<file path="src/rtl/cbus_arbiter_pkg.sv">
// Shared cbus types and helpers used by the arbiter and its master/slave neighbours.
package cbus_arbiter_pkg;

  typedef logic [31:0] word_t;
  typedef logic [31:0] addr_t;

  typedef enum logic [1:0] {
    MSIZE1 = 2'd0,
    MSIZE2 = 2'd1,
    MSIZE4 = 2'd2
  } msize_t;

  // Encoded as beat count minus one, so the value is also the index of the final beat.
  typedef enum logic [3:0] {
    MLEN1  = 4'd0,
    MLEN2  = 4'd1,
    MLEN4  = 4'd3,
    MLEN8  = 4'd7,
    MLEN16 = 4'd15
  } mlen_t;

  typedef struct packed {
    logic       valid;
    logic       write;
    addr_t      addr;
    msize_t     size;
    mlen_t      len;
    logic [3:0] wstrb;
    word_t      wdata;
  } cbus_req_t;

  typedef struct packed {
    logic  ready;
    logic  last;
    word_t rdata;
  } cbus_resp_t;

  localparam int BEAT_CNT_W = 5;

  function automatic logic [BEAT_CNT_W-1:0] last_beat_idx(input mlen_t len);
    return BEAT_CNT_W'(len);
  endfunction

endpackage

</file>
<file path="src/rtl/cbus_arb_pick.sv">
// Combinational winner selection; CBUS_ARB_ROUND_ROBIN_EN selects round-robin, else fixed priority.
module cbus_arb_pick #(
  parameter int NUM_MASTERS = 2,
  parameter int IDX_W       = $clog2(NUM_MASTERS)
) (
  input  logic [NUM_MASTERS-1:0] req,
  input  logic [IDX_W-1:0]       ptr,
  output logic [IDX_W-1:0]       winner,
  output logic                   any_valid
);

  assign any_valid = |req;

`ifdef CBUS_ARB_ROUND_ROBIN_EN
  // Search starts just after the last grantee so it drops to lowest priority.
  always_comb begin
    int   idx;
    logic found;
    winner = '0;
    found  = 1'b0;
    idx    = 0;
    for (int k = 1; k <= NUM_MASTERS; k++) begin
      idx = (int'(ptr) + k) % NUM_MASTERS;
      if (!found && req[idx]) begin
        winner = IDX_W'(idx);
        found  = 1'b1;
      end
    end
  end
`else
  logic unused_ptr;
  assign unused_ptr = ^ptr;

  // Descending scan so the lowest requesting index is the one left standing.
  always_comb begin
    winner = '0;
    for (int i = NUM_MASTERS - 1; i >= 0; i--) begin
      if (req[i]) winner = IDX_W'(i);
    end
  end
`endif

endmodule

</file>
<file path="src/rtl/cbus_arbiter.sv">
// Holds one cbus master's grant for a whole burst and flags beat-count mismatches.
// Optional round-robin arbitration via CBUS_ARB_ROUND_ROBIN_EN (fixed priority otherwise).
module cbus_arbiter
  import cbus_arbiter_pkg::*;
#(
  parameter int NUM_MASTERS = 2,
  parameter int IDX_W       = $clog2(NUM_MASTERS)
) (
  input  logic             clk,
  input  logic             resetn,
  input  cbus_req_t        mreq  [NUM_MASTERS],
  output cbus_resp_t       mresp [NUM_MASTERS],
  output cbus_req_t        oreq,
  input  cbus_resp_t       oresp,
  output logic [IDX_W-1:0] grant_idx,
  output logic             busy,
  output logic             err
);

  typedef enum logic {
    IDLE = 1'b0,
    BUSY = 1'b1
  } state_t;

  state_t                 state_reg;
  logic [IDX_W-1:0]       grant_idx_reg;
  logic [BEAT_CNT_W-1:0]  beat_cnt_reg;
  logic                   busy_reg;
  logic                   err_reg;
  logic [IDX_W-1:0]       ptr;

  logic [NUM_MASTERS-1:0] req_vec;
  logic [IDX_W-1:0]       winner;
  logic                   any_valid;
  logic                   beat_is_final;

  genvar gi;
  generate
    for (gi = 0; gi < NUM_MASTERS; gi++) begin : g_master
      assign req_vec[gi] = mreq[gi].valid;
      assign mresp[gi]   = (state_reg == BUSY && grant_idx_reg == IDX_W'(gi)) ? oresp : '0;
    end
  endgenerate

`ifdef CBUS_ARB_ROUND_ROBIN_EN
  logic [IDX_W-1:0] ptr_reg;

  always_ff @(posedge clk) begin
    if (!resetn) begin
      ptr_reg <= IDX_W'(NUM_MASTERS - 1);
    end else if (state_reg == BUSY && oresp.ready && oresp.last) begin
      ptr_reg <= grant_idx_reg;
    end
  end

  assign ptr = ptr_reg;
`else
  assign ptr = '0;
`endif

  cbus_arb_pick #(
    .NUM_MASTERS(NUM_MASTERS),
    .IDX_W      (IDX_W)
  ) u_pick (
    .req      (req_vec),
    .ptr      (ptr),
    .winner   (winner),
    .any_valid(any_valid)
  );

  // Downstream request depends only on registered state and mreq, never on oresp.
  always_comb begin
    oreq = '0;
    if (state_reg == BUSY) oreq = mreq[grant_idx_reg];
  end

  assign beat_is_final = (beat_cnt_reg == last_beat_idx(oreq.len));

  always_ff @(posedge clk) begin
    if (!resetn) begin
      state_reg     <= IDLE;
      grant_idx_reg <= '0;
      beat_cnt_reg  <= '0;
      busy_reg      <= 1'b0;
      err_reg       <= 1'b0;
    end else begin
      case (state_reg)
        IDLE: begin
          if (any_valid) begin
            grant_idx_reg <= winner;
            beat_cnt_reg  <= '0;
            busy_reg      <= 1'b1;
            state_reg     <= BUSY;
          end
        end
        BUSY: begin
          if (oresp.ready) begin
            beat_cnt_reg <= beat_cnt_reg + 1'b1;
            // Early last and overrunning beats are both protocol errors; err is sticky.
            if (oresp.last != beat_is_final) err_reg <= 1'b1;
            if (oresp.last) begin
              busy_reg  <= 1'b0;
              state_reg <= IDLE;
            end
          end
        end
        default: begin
          busy_reg  <= 1'b0;
          state_reg <= IDLE;
        end
      endcase
    end
  end

  assign grant_idx = grant_idx_reg;
  assign busy      = busy_reg;
  assign err       = err_reg;

endmodule

</file>
<file path="config.mk">
export PLATFORM = sky130hd
export DESIGN_NAME = cbus_arbiter
export DESIGN_NICKNAME = d
export VERILOG_FILES = /design/src/rtl/cbus_arbiter_pkg.sv /design/src/rtl/cbus_arb_pick.sv /design/src/rtl/cbus_arbiter.sv
export SDC_FILE = /design/constraint.sdc
export NUM_CORES = 1
export LEC_CHECK = 0
export BUFFER_PORTS_ARGS = -buffer_cell sky130_fd_sc_hd__buf_2
export CAP_MARGIN = 20
export CELL_PAD_IN_SITES_DETAIL_PLACEMENT = 0
export CELL_PAD_IN_SITES_GLOBAL_PLACEMENT = 2
export CORE_ASPECT_RATIO = 2
export CORE_MARGIN = 10
export CORE_UTILIZATION = 11
export CTS_BUF_LIST = sky130_fd_sc_hd__clkbuf_8
export CTS_CLUSTER_DIAMETER = 120
export DETAILED_ROUTE_END_ITERATION = 8
export PLACE_DENSITY = 0.81
export SETUP_SLACK_MARGIN = 0.3
export SYNTH_ARGS = -nofsm -noshare
export SYNTH_HDL_FRONTEND = slang
export SYNTH_SLANG_ARGS = --single-unit
</file>
<file path="constraint.sdc">
create_clock -name clk -period 2.3 [get_ports clk]
set_input_delay 0.23 -clock clk [delete_from_list [all_inputs] [get_ports clk]]
set_output_delay 0.23 -clock clk [all_outputs]
set_load 0.05 [all_outputs]
</file>
==> qor.txt <==
pin count of the biggest net entering global routing = 53
Die Y = 214 um
Post-synth top flop = dfxtp_1
mean post-synth cell area = 6.67 sq um
max cap viols = 0
CTS resizes = 0
TritonCTS buffer count = 3
Seq/Total Area, Yosys = 8.74%
WL met3 = 1860 um
DRC viols = 0
post-layout min period = 1.88 ns
Post-synth EDFFs = 0
GR Overflow Total = 0
largest buffer count on any clock path = 2
DRT Pass-1 Iters = 4
share of layout cells above drive strength 1 = 71.0%
first-pass GRT wire length = 20000 um
Compound-Gate Fraction of Synth Area = 4.98%
ant diodes = 0
Antenna Nets Post-Route = 0
Slew @ Worst Pin = 0.651 ns
largest family of logic cells by synthesized area = simple AND/OR/NAND/NOR gates
wirelength, routed = 13900 um
input/output buffers = 334
Pins Over Slew Limit = 0
I/O pin total = 335
Setup CP Type = reg -> out
PwrDens = 396 nW/um^2
DR WL met2 = 7270 um
Highest Signal Layer = met5
CTS clk-pin slew, worst paths = 0.05 ns
area grow syn2layout = 106%
Max Freq = 0.531 GHz
unrepaired setup endpoints after global routing = no
core area = 18400 sq um
DR vias/cell = 3.99
final setup violating endpoints = 0
Clk Latency, worst-skew pair = 0.23 ns
vias in the first global route = 3615
max reg flops = 5
slowest CP cell = dfxtp_4
Final Hold Fails = 0
final setup TNS = 0 ns
DRT iter0 DRCs = 82
die width = 117 um
via count = 3363
CP endpoint kind = primary output
filler cell count = 2086
Syn Inst Count = 309
VDD IR max = 0.171 mV
Crit path largest cell delay = 0.46 ns
Starting Density = 11.2%
Placer Congestion = 0.840
overall power = 1.68 mW
Final #Nets = 817
GRT Overall Usage = 10.2%
Post-Synth XOR/XNOR Area = 0.850%
WP data required = 2.07 ns
Sinks on Clock Net = 9
Mapped Nets = 498
Post-Syn Area = 2060 sq um
Post-Route M1 WL = 4510 um
multiplexer area fraction after synthesis = 37.0%
CTS Root Buffer Type = clkbuf_8
synth warn = 0
top cells by area, synth = mux2i_1 36%, nor2_1 14%, and2_1 11%
critical path launch point type = register
worst min path class = in -> reg
asr flop ratio synth = 0%
CP arrival = 1.65 ns
final period utilization = 81.9%
Leak Pwr = 2.40 nW
row cnt = 70
DR WL/cell = 16.5 um
Simple-Gate Fraction of Synth Area = 40.8%
Yosys cell types = 31
die area = 25000 sq um
initial antenna violation count = 2
CTS tree = done
share of the synthesized area in the top cell type = 35.9%
CP cell instances = buf_12 > mux2i_1 > nor2_2 > buf_2
crit path max fanout = 52
status = completed
max_slew headroom = 56.5%
post-DP HPWL = 12500 um
clk_skew = 0.00204 ns
Post-CTS Setup Inserts = 0
post-cts hold buffer count = 0
area leader, netlist = mux2i_1
FF+latch count, synth = 9
CTS HTree Levels = 1
Post-Synth Adder-Cell Area = 0.607%
-- layout by cell type, fill, tap and decap left out --
master	count
buf_6	1
mux2_2	2
dfxtp_1	8
nand4_1	2
and3_2	20
nand2_1	8
xor2_1	2
a211oi_1	1
nand2b_1	1
mux2i_1	74
nor3_1	1
ha_1	1
clkinv_1	1
a31oi_1	1
a311o_1	1
nor2_1	7
buf_12	2
a221oi_1	1
a21oi_1	7
buf_4	6
o21ai_0	3
and2_1	36
and3_1	14
nor2_4	3
dfxtp_4	1
inv_1	5
nand3_1	5
a22oi_2	1
buf_2	334
o21bai_1	1
clkbuf_8	3
nor2_2	69
inv_4	1
or4b_1	1
or3_1	1
or2_2	2
-- area by class of cell --
cell class	instances	area (sq um)	share of cell area, %
inverters	6	25.0	0.589
clock buffers	3	41.3	0.971
well taps	216	270	6.36
multi-input cells	265	1960	46.1
repair buffers	343	1770	41.6
clock inverters	1	3.75	0.0883
flip-flops and latches	9	184	4.33
-- final timing paths --
| path | depth (start not counted) | start | slack, ns | endpoint |
|---|---|---|---|---|
| worst max-delay path | 4 | grant_idx | 0.42 | oreq[17] |
| worst min-delay path | 2 | mreq[151] | 0.22 | grant_idx |
| worst max register to register | 5 | grant_idx | 0.54 | err |
| worst min register to register | 2 | busy | 0.48 | busy |
-- stage by stage --
step                      cells  setup WS [ns]  instance area (sq um)  hold WS, ns  util, %
after global placement      839          0.550                   4200        0.474     22.8
after global routing        843          0.318                   4250        0.248     23.1
after CTS                   843          0.357                   4250        0.237     23.1
final                       843          0.416                   4250        0.224     23.1
after floorplan             309          0.289                   2280        0.323        -
after detailed placement    839          0.545                   4200        0.470     22.8
-- where the power goes --
part / leakage [nW] / internal, mW / switching, mW
registers: 0.0742 / 0.164 / 0.0121
logic: 2.29 / 0.397 / 0.929
clock network: 0.0269 / 0.116 / 0.0655
total: 2.40 / 0.677 / 1.01
-- synth_stat cells, drive strengths merged, types with 2 or more instances --
master	number
nor2	79
mux2i	74
and2	36
and3	34
clkbuf	20
buf	9
dfxtp	9
nand2	8
a21oi	7
inv	5
nand3	5
o21ai	3
mux2	2
nand4	2
or2	2
xor2	2
-- critical path: cells and delay by family (launching register included) --
family	cells	cell delay [ns]
simple gates	1	0.04
flops	1	0.46
buf+inv	2	0.56
mux	1	0.32
-- logic make-up after synthesis --
| kind of cell | after synthesis |
|---|---|
| adder cells (fa/ha/maj) | 1 |
| XOR/XNOR | 2 |
| multiplexers | 76 |
| AND/OR/NAND/NOR | 170 |
| buffers and inverters | 35 |
| AO/OA/AOI/OAI | 16 |
| flip-flops | 9 |
-- routing by layer --
layer,vias up,global-route usage (%)
li1,1684,-
met4,4,2.57
met3,16,4.37
met5,-,0
met2,220,19.8
met1,1439,9.13
No activity file was read; power rests on OpenSTA's default activity.
